[src/rtl/my_if_skew_sampler_if.sv]
// Bus bundle for the multi-skew sampler: observed grant bus in, four skewed views out.
interface my_if_skew_sampler_if #(
    parameter int WIDTH = 4
);
    logic [WIDTH-1:0] gnt_in;
    logic             cb_event;
    logic [WIDTH-1:0] cb0_gnt;
    logic [WIDTH-1:0] cb1_gnt;
    logic [WIDTH-1:0] cb2_gnt;
    logic [WIDTH-1:0] cb3_gnt;
    logic             cb_valid;

    modport master (
        output gnt_in,
        input  cb_event, cb0_gnt, cb1_gnt, cb2_gnt, cb3_gnt, cb_valid
    );

    modport slave (
        input  gnt_in,
        output cb_event, cb0_gnt, cb1_gnt, cb2_gnt, cb3_gnt, cb_valid
    );
endinterface

[src/rtl/my_if_skew_sampler.sv]
// Periodic sampling event that captures a fast-changing bus through four views
// with skews #0, #1step, SKEW2 ticks and SKEW3 ticks.
module my_if_skew_sampler #(
    parameter int WIDTH    = 4,
    parameter int PERIOD   = 20,
    parameter int PHASE    = 10,
    parameter int SKEW2    = 1,
    parameter int SKEW3    = 2,
    parameter int MAX_SKEW = 8
) (
    input  logic                clk,
    input  logic                rst,
    my_if_skew_sampler_if.slave bus
);
    localparam int CW    = (PERIOD > 2) ? $clog2(PERIOD) : 1;
    // Only as much history as the deepest configured view can reach is stored.
    localparam int DEPTH = (SKEW2 > SKEW3) ? SKEW2 : SKEW3;
    localparam logic [CW-1:0] LAST = CW'(PERIOD - 1);
    localparam logic [CW-1:0] EVT  = CW'(PHASE);

    generate
        if (PERIOD < 2 || PHASE < 0 || PHASE >= PERIOD ||
            SKEW2 < 1 || SKEW2 > MAX_SKEW || SKEW3 < 1 || SKEW3 > MAX_SKEW) begin : g_param_err
            $error("my_if_skew_sampler: parameter out of range");
        end
    endgenerate

    logic [CW-1:0]               r_cnt;
    logic [DEPTH-1:0][WIDTH-1:0] r_hist;
    logic [WIDTH-1:0]            r_cb0;
    logic [WIDTH-1:0]            r_cb1;
    logic [WIDTH-1:0]            r_cb2;
    logic [WIDTH-1:0]            r_cb3;
    logic                        r_valid;
    logic                        w_event;

    assign w_event = (r_cnt == EVT);

    // r_hist[k] holds the bus value from k+1 ticks before the current one.
    always_ff @(posedge clk) begin
        if (rst) begin
            r_cnt   <= '0;
            r_hist  <= '0;
            r_cb0   <= '0;
            r_cb1   <= '0;
            r_cb2   <= '0;
            r_cb3   <= '0;
            r_valid <= 1'b0;
        end else begin
            r_cnt     <= (r_cnt == LAST) ? '0 : r_cnt + 1'b1;
            r_hist[0] <= bus.gnt_in;
            for (int i = 1; i < DEPTH; i++) begin
                r_hist[i] <= r_hist[i-1];
            end
            r_valid <= w_event;
            if (w_event) begin
                r_cb0 <= bus.gnt_in;
                r_cb1 <= r_hist[0];
                r_cb2 <= r_hist[SKEW2-1];
                r_cb3 <= r_hist[SKEW3-1];
            end
        end
    end

    assign bus.cb_event = w_event;
    assign bus.cb0_gnt  = r_cb0;
    assign bus.cb1_gnt  = r_cb1;
    assign bus.cb2_gnt  = r_cb2;
    assign bus.cb3_gnt  = r_cb3;
    assign bus.cb_valid = r_valid;
endmodule

[src/flat_wrapper.sv]
// flat-port wrapper written by rule: the top's interface ports become plain ports
module my_if_skew_sampler_flat 
#(
    parameter int WIDTH    = 4,
    parameter int PERIOD   = 20,
    parameter int PHASE    = 10,
    parameter int SKEW2    = 1,
    parameter int SKEW3    = 2,
    parameter int MAX_SKEW = 8
)
  (clk, rst, bus_gnt_in, bus_cb_event, bus_cb0_gnt, bus_cb1_gnt, bus_cb2_gnt, bus_cb3_gnt, bus_cb_valid);
  my_if_skew_sampler_if #(.WIDTH(WIDTH)) bus_i ();
  input  logic clk;
  input  logic rst;
  input wire logic [$bits(bus_i.gnt_in)-1:0] bus_gnt_in;
  output wire logic [$bits(bus_i.cb_event)-1:0] bus_cb_event;
  output wire logic [$bits(bus_i.cb0_gnt)-1:0] bus_cb0_gnt;
  output wire logic [$bits(bus_i.cb1_gnt)-1:0] bus_cb1_gnt;
  output wire logic [$bits(bus_i.cb2_gnt)-1:0] bus_cb2_gnt;
  output wire logic [$bits(bus_i.cb3_gnt)-1:0] bus_cb3_gnt;
  output wire logic [$bits(bus_i.cb_valid)-1:0] bus_cb_valid;
  assign bus_i.gnt_in = bus_gnt_in;
  assign bus_cb_event = bus_i.cb_event;
  assign bus_cb0_gnt = bus_i.cb0_gnt;
  assign bus_cb1_gnt = bus_i.cb1_gnt;
  assign bus_cb2_gnt = bus_i.cb2_gnt;
  assign bus_cb3_gnt = bus_i.cb3_gnt;
  assign bus_cb_valid = bus_i.cb_valid;
  my_if_skew_sampler #(.WIDTH(WIDTH), .PERIOD(PERIOD), .PHASE(PHASE), .SKEW2(SKEW2), .SKEW3(SKEW3), .MAX_SKEW(MAX_SKEW)) u_core (.clk(clk), .rst(rst), .bus(bus_i));
endmodule
[config.mk]
export PLATFORM = sky130hd
export DESIGN_NAME = my_if_skew_sampler_flat
export DESIGN_NICKNAME = d
export VERILOG_FILES = /design/src/rtl/my_if_skew_sampler_if.sv /design/src/rtl/my_if_skew_sampler.sv /design/src/flat_wrapper.sv
export SDC_FILE = /design/constraint.sdc
export NUM_CORES = 1
export LEC_CHECK = 0
export BUFFER_PORTS_ARGS = -buffer_cell sky130_fd_sc_hd__buf_2
export CAP_MARGIN = 20
export CORE_MARGIN = 3
export CORE_UTILIZATION = 53
export CTS_BUF_LIST = sky130_fd_sc_hd__clkbuf_2
export DETAILED_ROUTE_END_ITERATION = 8
export PLACE_DENSITY = 0.85
export RECOVER_POWER = 50
export REMOVE_ABC_BUFFERS = 1
export SLEW_MARGIN = 0
export SYNTH_ARGS = -nofsm -noshare
export SYNTH_HDL_FRONTEND = slang
export SYNTH_SLANG_ARGS = --single-unit
[constraint.sdc]
create_clock -name clk -period 1.6 [get_ports clk]
set_clock_uncertainty 0.1 [all_clocks]
set_input_delay 0.16 -clock clk [delete_from_list [all_inputs] [get_ports clk]]
set_output_delay 0.16 -clock clk [all_outputs]
set_load 0.005 [all_outputs]
* Yosys cells after proc, flatten, opt, wreduce, memory -nomap -nowiden *
Index checks and enable logic that the tools add are counted.

operators by class
  add/sub/neg operators = 1
  equal/unequal tests = 2
  reductions and logical operators = 1

operators by type and width
  kind                                                                    count
  5-bit by 1-bit adder with 5-bit output (second input constant)          1
  5-bit by 4-bit equality test with 1-bit output (second input constant)  1
  5-bit equality test (second input constant)                             1
  2-bit OR reduction                                                      1

word-level totals
  register bits = 26
  input bits = 6
  output and inout bits = 18
  logic and storage cells = 11

* Logic depth before layout (Yosys ltp) *
  depth in word-level cells = 2
  mapped depth = 7
  mapped depth without buffers = 6

* Worst setup path before layout *
Ideal clock, no wire load.

  kind = reg-to-reg
  start = reg u_core.r_cnt[0]
  end = reg u_core.r_cb2[3], in the netlist u_core.bus.cb2_gnt[3]
  library setup time = 132 ps
  arrival time = 1015 ps
  slack = 353 ps
  stages on the path, launching flop included = 8
  path buffers = 1
  clock period less this slack = 1247 ps
  path through = dfxtp_1 > inv_1 > ha_1 > nand4bb_4 > inv_2 > buf_6 > nand2_1 > a21oi_2

between the ends
  cells in the longest elaborated chain, start to end = 1

RTL lines
  what                                            line                      source
  start, declared                                 my_if_skew_sampler.sv:28  logic [CW-1:0] r_cnt;
  start signal, assigned                          my_if_skew_sampler.sv:50  r_cnt <= (r_cnt == LAST) ? '0 : r_cnt + 1'b1;
  5-bit by 4-bit equality test with 1-bit output  my_if_skew_sampler.sv:37  assign w_event = (r_cnt == EVT);
  named net bus_cb_event                          flat_wrapper.sv:16        output wire logic [$bits(bus_i.cb_event)-1:0] bus_cb_event;
  end signal, assigned                            my_if_skew_sampler.sv:59  r_cb2 <= r_hist[SKEW2-1];
  end, declared                                   my_if_skew_sampler.sv:32  logic [WIDTH-1:0] r_cb2;

The timed path passes the listed nets, and every way through them passes these cells.
A chain may end at the register's enable or synchronous reset.

* Worst setup path after layout *
  start = reg u_core.r_cnt[2]
  end = out bus_cb_event

between the ends
  cells in the longest elaborated chain, start to end = 1

RTL lines
  what                                            line
  5-bit by 4-bit equality test with 1-bit output  my_if_skew_sampler.sv:37
  end, declared                                   flat_wrapper.sv:16

No other way between the ends.

==> run summary <==
The total grt overflow was 0. Peak clock frequency supported by timing: 652 MHz. The routed layout has 730 vias. The remaining max-slew budget at the tightest pin was 0.637; the portion of total power attributed to the clock network was 0.359.

The post-synthesis to final-layout area growth works out to 22.6%. Top-area cell type share of the netlist area: 0.537. In this run the worst path has a maximum fanout of 8.

The tool flagged a number of max-cap violations equal to 0. The power density normalized to cell area is 966 nW/µm². The combinational share of power was 0.049. The worst hold slack is 0.128 ns. The die covers 2380 µm². In the final layout, the multi-input gates occupy 392 µm².

The final layout contains routed wiring with a total length of 1.80 mm. Counting along the longest clock path gives a buffer depth of 2. The signal arrival time at the worst endpoint was 1.27 ns; the number of synthesis warnings was 0.

In this run the remaining antenna-violating nets after routing total 0. For the switching component of the power, the log shows 0.236 mW. The required time reported for the critical path endpoint is 1.34 ns, and the clock sink total is 26. After synthesis the netlist holds a flip-flop and latch count of 26. By count the netlist is led by dfxtp_1, nand2_1, a21oi_2, nor2b_1, buf_4. Post-synthesis cell type with the largest combined area: dfxtp_1. The internal power of the cells totals 0.911 mW. The count of buffers added on input and output ports is 23. The height of the die came out at 48.7 µm.

Summing all flip-flop and latch instances after layout gives 523 µm². For the fill cell total of the finished layout, the log shows 129. TritonCTS built the clock tree.

The hold violation count in the final report was 0. At the end of routability-driven placement, the weighted congestion stood at 0.705. Cell at the root of the clock tree: clkbuf_2.

The initial antenna violation count is 0, and the number of nets in the final layout is 136. For the deepest level of the CTS H-tree, the log shows 1. For the count of pins on the block boundary, the log shows 24. The share of synthesized registers carrying an async set or reset was 0.

The post-synthesis area per instance came out at 9.68 µm². Iteration-0 DRC count of the detailed router: 15. In the final timing run, aggregate negative setup slack is 0 ns. The final routed wire length divided by cell count came out at 11.9 µm. By instance count, the leading cell after synthesis is dfxtp_1. By area the synthesized netlist is led by dfxtp_1, nand2_1, a21oi_2. After clock tree synthesis, the clock-pin slew on the worst setup and hold paths is 0.24 ns. The number of global-route vias before repair came out at 682. The portion of total power attributed to sequential cells is 0.591, and the share of total power consumed by net switching is 0.206.

For the leakage power, the log shows 0.475 nW. Setup violations remaining at the end of the flow were counted as 0. The first detailed-routing pass took 3 iterations. The total CTS buffers is 3. The run finished with clean final reports. The first global-routing pass estimated 2.89 mm of wire. The logs give 0.000732 V for the maximum VDD drop and 1.15 mW for the post-layout total power.

The measured slew at the worst slew-check pin works out to 0.545 ns. The share of final-layout standard cells stronger than drive strength 1 is 0.339. For this run, design rule violations remaining after detail routing come to 0. For the antenna diode count, the log shows 0. After floorplanning, the core was sized to cover 1610 µm². The worst setup path is captured at a primary output. The number of unique standard cell types used by synthesis was 22; the per-cell via count in the routed design was 4.83. Synthesis produced a netlist whose cell count is 100. Final worst-path cycle share: 0.959.

The category of the most critical setup path is reg -> out. The minimum period implied by the final worst setup slack was 1.53 ns. The path class of the tightest hold or removal check is in -> reg. The wire-length estimate of the detail-placed layout is 1.12 mm. For the worst-skew pair, the clock arrives at the later sink with an insertion delay of 0.36 ns. Count of final max-slew check failures: 0. The most used flip-flop cell after synthesis is dfxtp_1.

The sequential area share after synthesis was 0.537; the total standard cell area after synthesis was 968 µm². For the starting density of the core, the log shows 0.601. Entering global routing, the biggest net connects 27 pins.

The die is 48.7 µm wide. The tools report the total routing usage reported by global routing as 0.160. In this run, synthesis inferred 0 flip-flops with an integrated enable. Row generation in the floorplan step produced 14 rows. The tools report the kind of start point of the critical path as a flop.
-- final timing paths --
check	slack, ns	start	cells past startpoint	to
worst max-delay path	0.07	u_core.r_cnt[2]	3	bus_cb_event
worst min-delay path	0.13	rst	2	u_core.bus.cb_valid
worst max register to register	0.18	u_core.r_cnt[2]	6	u_core.bus.cb2_gnt[0]
worst min register to register	0.34	u_core.r_cnt[0]	1	u_core.r_cnt[0]
-- registers in the layout, summed over array words and instances (netlist names) --
signal and count:
u_core.r_hist 8, u_core.bus.cb2_gnt 4, u_core.bus.cb_valid 1, u_core.bus.cb0_gnt 4, u_core.r_cnt 5, u_core.bus.cb3_gnt 4
-- power groups by stage --
stage / sequential, mW / clock [mW] / combinational (mW)
final: 0.679 / 0.412 / 0.0565
after global routing: 0.681 / 0.444 / 0.0638
after detailed placement: 0.688 / 0 / 0.0430
after CTS: 0.676 / 0.418 / 0.0507
after global placement: 0.687 / 0 / 0.0406
after floorplan: 0.686 / 0 / 0.0210
-- kinds of logic after synthesis --
logic type | after synthesis | synth area share
AOI/OAI and AO/OA | 15 | 0.114
xor gates and xnor gates | 1 | 0.00905
adders and majority gates | 2 | 0.0258
buffers and inverters | 11 | 0.0711
DFF | 26 | 0.537
and+or+nand+nor | 45 | 0.243
-- worst max-delay path, stage by stage (launching register included) --
cell       delay (ns)
dfxtp_1          0.52
nand4bb_4        0.22
clkinv_4         0.06
buf_2            0.12
-- per-stage QoR --
step                      setup slack, ns  std cells   util  instance area [µm²]
after floorplan                     0.318         92      -                  911
after global placement              0.319        140  0.660                 1060
after detailed placement            0.251        140  0.660                 1060
after CTS                         0.00124        149  0.721                 1160
after global routing             -0.00285        151  0.737                 1190
final                              0.0661        151  0.737                 1190
-- repair_timing --
action	4_1_cts	5_1_grt
gates resized for setup	3	5
buffers inserted	1	2
hold buffers	4	0
hold endpoints to repair	8	0
endpoints found under the setup margin	1	1
-- placed cells by master, fill, tap and decap left out, drive strengths merged, types with 2 or more instances in the layout --
cell	netlist	layout
dfxtp	26	26
nand2	25	25
buf	7	24
a21oi	13	13
nor2b	9	9
clkbuf	1	6
dlygate4sd3	0	4
nor3	3	3
nor2	2	2
nand3b	2	2
inv	3	2
ha	2	2
-- per-layer routing --
| metal | vias to the layer above | part of all wire | GRT usage |
|---|---|---|---|
| li1 | 371 | - | - |
| met1 | 333 | 0.44 | 0.175 |
| met2 | 21 | 0.48 | 0.271 |
| met3 | 5 | 0.063 | 0.0399 |
| met4 | 0 | 0.022 | 0.104 |
| met5 | - | 0 | 0 |
-- cell type report --
class / count / area share
timing repair buffer: 31 / 0.153
multi-input combinational: 63 / 0.330
inverter: 3 / 0.0137
tap: 24 / 0.0253
clock inverter: 1 / 0.0253
sequential: 26 / 0.440
clock buffer: 3 / 0.0126
Note: power is estimated with default switching activity, not from simulation.
